==> src/rtl/sram_arbiter.sv <==
// -----------------------------------------------------------------------------
// sram_arbiter
//
// Shares one single-port synchronous SRAM (256x8 by default) between N_REQ
// requesters. One request is accepted per clock, chosen round-robin. The
// accepted request is turned into a registered SRAM command on the next edge;
// read data comes back to the owning requester a fixed two edges after
// acceptance.
//
// Optional build macro:
//   SRAM_ARB_PRIO_EN  - requester 0 gets strict priority over everybody else.
//                       While req_valid[0] is high it wins and the round-robin
//                       pointer does not move; the remaining requesters share
//                       the port round-robin whenever requester 0 is idle.
//                       Undefined (default): pure round-robin.
//
// Ports:
//   clk            in   system clock (single domain)
//   reset          in   asynchronous, active-high reset
//   req_valid      in   [N_REQ]          request valid per requester
//   req_wr         in   [N_REQ]          1 = write, 0 = read
//   req_addr       in   [N_REQ*ADDR_W]   requester k at [k*ADDR_W +: ADDR_W]
//   req_wdata      in   [N_REQ*DATA_W]   requester k at [k*DATA_W +: DATA_W]
//   req_ready      out  [N_REQ]          one-hot grant (combinational)
//   rsp_valid      out  [N_REQ]          one-cycle read-data pulse per requester
//   rsp_data       out  [DATA_W]         read data, meaningful with rsp_valid
//   sram_reset_n   out                   SRAM reset_n (registered ~reset)
//   sram_wr_rd_en  out                   SRAM write enable (0 = read)
//   sram_addr      out  [ADDR_W]         SRAM address
//   sram_data_in   out  [DATA_W]         SRAM write data
//   sram_data_out  in   [DATA_W]         SRAM read data
//   busy           out                   high while any read is in flight
//
// Handshake (valid/ready): a requester raises req_valid[k] and holds its
// wr/addr/wdata stable; the transfer happens at the rising edge where both
// req_valid[k] and req_ready[k] are high. req_ready never depends on anything
// but req_valid, the round-robin pointer and reset, and nothing is latched
// for a requester that drops req_valid before it is granted.
// -----------------------------------------------------------------------------
module sram_arbiter #(
  parameter int N_REQ  = 2,
  parameter int ADDR_W = 8,
  parameter int DATA_W = 8
) (
  input  logic                       clk,
  input  logic                       reset,
  input  logic [N_REQ-1:0]           req_valid,
  input  logic [N_REQ-1:0]           req_wr,
  input  logic [N_REQ*ADDR_W-1:0]    req_addr,
  input  logic [N_REQ*DATA_W-1:0]    req_wdata,
  output logic [N_REQ-1:0]           req_ready,
  output logic [N_REQ-1:0]           rsp_valid,
  output logic [DATA_W-1:0]          rsp_data,
  output logic                       sram_reset_n,
  output logic                       sram_wr_rd_en,
  output logic [ADDR_W-1:0]          sram_addr,
  output logic [DATA_W-1:0]          sram_data_in,
  input  logic [DATA_W-1:0]          sram_data_out,
  output logic                       busy
);

  localparam int PTR_W = (N_REQ > 1) ? $clog2(N_REQ) : 1;

  // ---------------------------------------------------------------------------
  // State
  // ---------------------------------------------------------------------------
  logic [PTR_W-1:0]  rr_ptr_q,        rr_ptr_d;
  logic              sram_reset_n_q;
  logic              sram_wr_rd_en_q, sram_wr_rd_en_d;
  logic [ADDR_W-1:0] sram_addr_q,     sram_addr_d;
  logic [DATA_W-1:0] sram_data_in_q,  sram_data_in_d;

  // Read-tag pipeline: stage 1 tracks the command just issued to the SRAM,
  // stage 2 the command whose data the SRAM is producing this cycle.
  logic              rd_v1_q,         rd_v1_d;
  logic [PTR_W-1:0]  id1_q,           id1_d;
  logic              rd_v2_q,         rd_v2_d;
  logic [PTR_W-1:0]  id2_q,           id2_d;
  logic [N_REQ-1:0]  rsp_valid_q,     rsp_valid_d;
  logic [DATA_W-1:0] rsp_data_q,      rsp_data_d;

  // ---------------------------------------------------------------------------
  // Arbitration
  // ---------------------------------------------------------------------------
  logic              grant_any;
  logic [PTR_W-1:0]  grant_idx;
  logic              accept;
  logic [N_REQ-1:0]  grant;
  logic              sel_wr;
  logic [ADDR_W-1:0] sel_addr;
  logic [DATA_W-1:0] sel_wdata;
  logic [PTR_W-1:0]  next_ptr;

  // Two-pass round-robin search: first the requesters at or above rr_ptr,
  // then wrap around to the lowest valid index.
  always_comb begin
    grant_any = 1'b0;
    grant_idx = '0;
`ifdef SRAM_ARB_PRIO_EN
    // Requester 0 pre-empts the search; grant_idx already points at it.
    if (req_valid[0]) begin
      grant_any = 1'b1;
    end
`endif
    for (int i = 0; i < N_REQ; i++) begin
      if (!grant_any && req_valid[i] && (PTR_W'(i) >= rr_ptr_q)) begin
        grant_any = 1'b1;
        grant_idx = PTR_W'(i);
      end
    end
    for (int i = 0; i < N_REQ; i++) begin
      if (!grant_any && req_valid[i]) begin
        grant_any = 1'b1;
        grant_idx = PTR_W'(i);
      end
    end
  end

  // No grants until the SRAM itself has left reset.
  assign accept = grant_any && !reset && sram_reset_n_q;

  always_comb begin
    grant     = '0;
    sel_wr    = 1'b0;
    sel_addr  = '0;
    sel_wdata = '0;
    for (int i = 0; i < N_REQ; i++) begin
      if (PTR_W'(i) == grant_idx) begin
        grant[i]  = accept;
        sel_wr    = req_wr[i];
        sel_addr  = req_addr[i*ADDR_W +: ADDR_W];
        sel_wdata = req_wdata[i*DATA_W +: DATA_W];
      end
    end
  end

  assign next_ptr = (grant_idx == PTR_W'(N_REQ - 1)) ? '0 : grant_idx + PTR_W'(1);

  // ---------------------------------------------------------------------------
  // Next-state logic
  // ---------------------------------------------------------------------------
  always_comb begin
    rr_ptr_d        = rr_ptr_q;
    sram_wr_rd_en_d = 1'b0;          // idle cycles become harmless reads
    sram_addr_d     = sram_addr_q;
    sram_data_in_d  = sram_data_in_q;
    rd_v1_d         = 1'b0;
    id1_d           = id1_q;

    if (accept) begin
      sram_wr_rd_en_d = sel_wr;
      sram_addr_d     = sel_addr;
      sram_data_in_d  = sel_wdata;
      rd_v1_d         = ~sel_wr;
      id1_d           = grant_idx;
`ifdef SRAM_ARB_PRIO_EN
      // Priority grants to requester 0 leave the rotation among the others
      // undisturbed.
      if (grant_idx != '0) begin
        rr_ptr_d = next_ptr;
      end
`else
      rr_ptr_d = next_ptr;
`endif
    end

    rd_v2_d = rd_v1_q;
    id2_d   = id1_q;

    // rsp_data only moves when a response is issued; otherwise it holds.
    rsp_valid_d = '0;
    rsp_data_d  = rsp_data_q;
    if (rd_v2_q) begin
      rsp_data_d = sram_data_out;
      for (int i = 0; i < N_REQ; i++) begin
        if (PTR_W'(i) == id2_q) begin
          rsp_valid_d[i] = 1'b1;
        end
      end
    end
  end

  // ---------------------------------------------------------------------------
  // Registers
  // ---------------------------------------------------------------------------
  always_ff @(posedge clk or posedge reset) begin
    if (reset) begin
      rr_ptr_q        <= '0;
      sram_reset_n_q  <= 1'b0;
      sram_wr_rd_en_q <= 1'b0;
      sram_addr_q     <= '0;
      sram_data_in_q  <= '0;
      rd_v1_q         <= 1'b0;
      id1_q           <= '0;
      rd_v2_q         <= 1'b0;
      id2_q           <= '0;
      rsp_valid_q     <= '0;
      rsp_data_q      <= '0;
    end else begin
      rr_ptr_q        <= rr_ptr_d;
      sram_reset_n_q  <= 1'b1;
      sram_wr_rd_en_q <= sram_wr_rd_en_d;
      sram_addr_q     <= sram_addr_d;
      sram_data_in_q  <= sram_data_in_d;
      rd_v1_q         <= rd_v1_d;
      id1_q           <= id1_d;
      rd_v2_q         <= rd_v2_d;
      id2_q           <= id2_d;
      rsp_valid_q     <= rsp_valid_d;
      rsp_data_q      <= rsp_data_d;
    end
  end

  // ---------------------------------------------------------------------------
  // Outputs
  // ---------------------------------------------------------------------------
  assign req_ready     = grant;
  assign rsp_valid     = rsp_valid_q;
  assign rsp_data      = rsp_data_q;
  assign sram_reset_n  = sram_reset_n_q;
  assign sram_wr_rd_en = sram_wr_rd_en_q;
  assign sram_addr     = sram_addr_q;
  assign sram_data_in  = sram_data_in_q;
  assign busy          = rd_v1_q | rd_v2_q | (|rsp_valid_q);

endmodule

==> config.mk <==
export PLATFORM = sky130hd
export DESIGN_NAME = sram_arbiter
export DESIGN_NICKNAME = d
export VERILOG_FILES = /design/src/rtl/sram_arbiter.sv
export SDC_FILE = /design/constraint.sdc
export NUM_CORES = 1
export LEC_CHECK = 0
export ABC_AREA = 1
export CAP_MARGIN = 15
export CORE_ASPECT_RATIO = 1.25
export CORE_MARGIN = 2
export CORE_UTILIZATION = 37
export DETAILED_ROUTE_END_ITERATION = 10
export PLACE_DENSITY_LB_ADDON = 0.05
export SLEW_MARGIN = 0
export SYNTH_ARGS = -nofsm -noshare
export SYNTH_HDL_FRONTEND = slang
export SYNTH_SLANG_ARGS = --single-unit
export TNS_END_PERCENT = 20
==> constraint.sdc <==
create_clock -name clk -period 1.4 [get_ports clk]
set_clock_uncertainty 0.2 [all_clocks]
set_input_delay 0.28 -clock clk [delete_from_list [all_inputs] [get_ports clk]]
set_output_delay 0.28 -clock clk [all_outputs]
set_load 0.02 [all_outputs]
==> impl_metrics.toml <==
[run_status]
status = "complete, but fails checks"
violations = "setup timing"

[worst_setup_path]
r2r_slack_ns = 0.01
crit_fanout = 3
worstPathArrival_ns = 1.11
worstPathRequired_ns = 0.92
crit_type = "reg -> out"
critPathCaptureType = "output pin"
r2r-start = "sram_reset_n$_DFF_PP0_"
reg2reg_to = "sram_data_in[2]$_DFFE_PP0P_"
critical_path.startpoint_type = "register"
r2r_cells = 7

[final_layout]
antenna_cells = 0
nets = 306
layout_commonest_cell = "nand2_1"
area_growth_syn_to_layout_pct = 54.6
nFillCells = 416
mostFrequentLayoutCells = "nand2_1 (46), clkdlybuf4s50_1 (42), dfrtp_1 (32)"
drive_gt1_frac = 0.379

[grt]
use_met1 = 0.220
grtUsageMet3 = 0.0340
grt-busiest-layer = "met2"
grt_max_degree = 34
grt_util_met2 = 0.365
grt_pass1_wl_mm = 7.73
grt_pass1_vias = 1617
grt_overflow = 0
antenna_found_initial = 0
grtUsageTotal = 0.199

[place]
dpl.hpwl_mm = 3.35
preCtsSetupSlack_ns = -0.904
gp_congestion = 0.787
port_buffers = 76

[floorplan]
core_area_sq_mm = 0.00436
die-area_sq_mm = 0.00505
io_pins = 77
die_x_um = 63.9
rows = 27
start_util = 0.381
die_h_um = 78.9

[clock_network]
numCtsBuffers = 5
clk_latency_ns = 0.28
cts.sinks = 33
cts_hold_buf = 0
h-tree-depth = 2
cts_root_buffer = "clkbuf_8"
cts.clk_slew.worst_paths_ns = 0.07
cts_tree = "yes"
cts_buffer_depth = 2

[logic_synthesis]
syn-cell-area_sq_mm = 0.00166
synth_cell_types = 23
ys_ff_latch = 33
syn_avg_cell_area_sq_um = 10.0
seq_area_frac_synth = 0.497
yosys_warnings = 0
syn_nets = 212
syn_inst = 166

[route]
avgRoutedWirePerCell_um = 14.4
firstDrtPassIters = 4
drtIter0Drc = 68
vias_per_cell = 4.76
ant_nets = 0
wl_mm = 4.59
drcViolationCount = 0
via_count = 1520

[sta]
hold_viol = 0
period_minus_slack_ns = 1.59
fmax_mhz = 630
fin_crit_sh = 1.13
hold_slack_ns = 0.171
rsz0062_at_grt = "yes"
layout_setup_ws_ns = -0.187
setup_viol = 4
slew_viol_final = 0

[hold_path]
min_path_type = "in -> async"

[power_and_ir_drop]
p_leak_uw = 0.00128
power_density_mw_per_mm2 = 1130
ir_drop_uv = 569

[run]
drv_cap = 0
power by group:
group          internal (uW)  total, uW  switching, uW
Sequential              1110       1200           84.6
Combinational            405        936            531
Clock                    444        778            334
Total                   1960       2910            950
timing repair:
action / 4_1_cts / 5_1_grt
gates cloned: 0 / 0
buffers inserted: 1 / 0
gates resized for setup: 133 / 8
pin swaps: 1 / 0
endpoints found under the setup margin: 51 / 34
flip-flops by register name (all words and copies together), names as in the netlist:
name	flops
rd_v2_q	1
id1_q	1
sram_reset_n	1
sram_data_in	8
id2_q	1
sram_addr	8
rsp_data	8
rd_v1_q	1
sram_wr_rd_en	1
rsp_valid	2
rr_ptr_q	1
worst max-delay path, cell delays in order (launching register included):
cell     delay, ns
dfrtp_1       0.37
inv_2         0.10
a21oi_2       0.09
nor2_4        0.15
buf_6         0.13
kinds of logic after synthesis:
group                  Yosys count  share of synthesized area
other                            1                    0.00226
DFF                             33                      0.497
and+or+nand+nor                112                      0.413
AOI/OAI and AO/OA                2                    0.00828
buffers and inverters           18                     0.0798
layer usage:
metal	vias up	share of wire
met5	-	0
met4	0	0.029
met3	14	0.046
met2	52	0.54
met1	720	0.39
li1	734	-
synthesized netlist by cell type:
cell type | number | area [sq um]
a21oi_2 | 1 | 8.76
nand2_2 | 2 | 12.5
buf_4 | 1 | 7.51
nor2_8 | 2 | 40.0
nor2_1 | 7 | 26.3
buf_6 | 2 | 22.5
buf_8 | 1 | 15.0
clkinv_1 | 1 | 3.75
buf_12 | 2 | 40.0
nand3_1 | 12 | 60.1
nand3_2 | 20 | 200
dfrtp_1 | 33 | 826
nand2_4 | 4 | 45.0
nor2_4 | 2 | 22.5
inv_1 | 5 | 18.8
conb_1 | 1 | 3.75
nand2_1 | 46 | 173
nand4_1 | 16 | 100
clkbuf_1 | 1 | 3.75
nor2_2 | 1 | 6.26
a21oi_1 | 1 | 5.00
buf_2 | 2 | 10.0
inv_2 | 3 | 11.3
worst max-delay path by stage:
stage	from	end	slack [ns]	cells past startpoint
after floorplan	sram_reset_n$_DFF_PP0_	req_ready[0]	-0.08	5
after global placement	req_valid[0]	req_ready[0]	-0.87	4
after detailed placement	req_valid[1]	req_ready[0]	-0.90	5
after CTS	rr_ptr_q$_DFFE_PP0P_	req_ready[0]	-0.21	4
after global routing	rr_ptr_q$_DFFE_PP0P_	req_ready[0]	-0.25	4
final	rr_ptr_q$_DFFE_PP0P_	req_ready[0]	-0.19	4
metrics by stage:
stage | instances | total power (uW) | setup TNS (ns) | cell area (sq um) | util
after floorplan | 166 | 1720 | -0.0896 | 1670 | -
after global placement | 310 | 2260 | -11.47 | 2570 | 0.590
after detailed placement | 310 | 2290 | -13.12 | 2570 | 0.590
after CTS | 319 | 2960 | -0.474 | 2600 | 0.596
after global routing | 319 | 3080 | -0.987 | 2570 | 0.589
final | 319 | 2910 | -0.449 | 2570 | 0.589
final cells by class:
type,instances,area (sq um),area share
clock inverter,1,5.00,0.00195
tap,58,72.6,0.0283
inverter,9,40.0,0.0156
sequential,33,827,0.322
multi-input combinational,115,714,0.278
clock buffer,7,96.3,0.0375
timing repair buffer,96,813,0.317
Power figures use the tool's default switching activity.
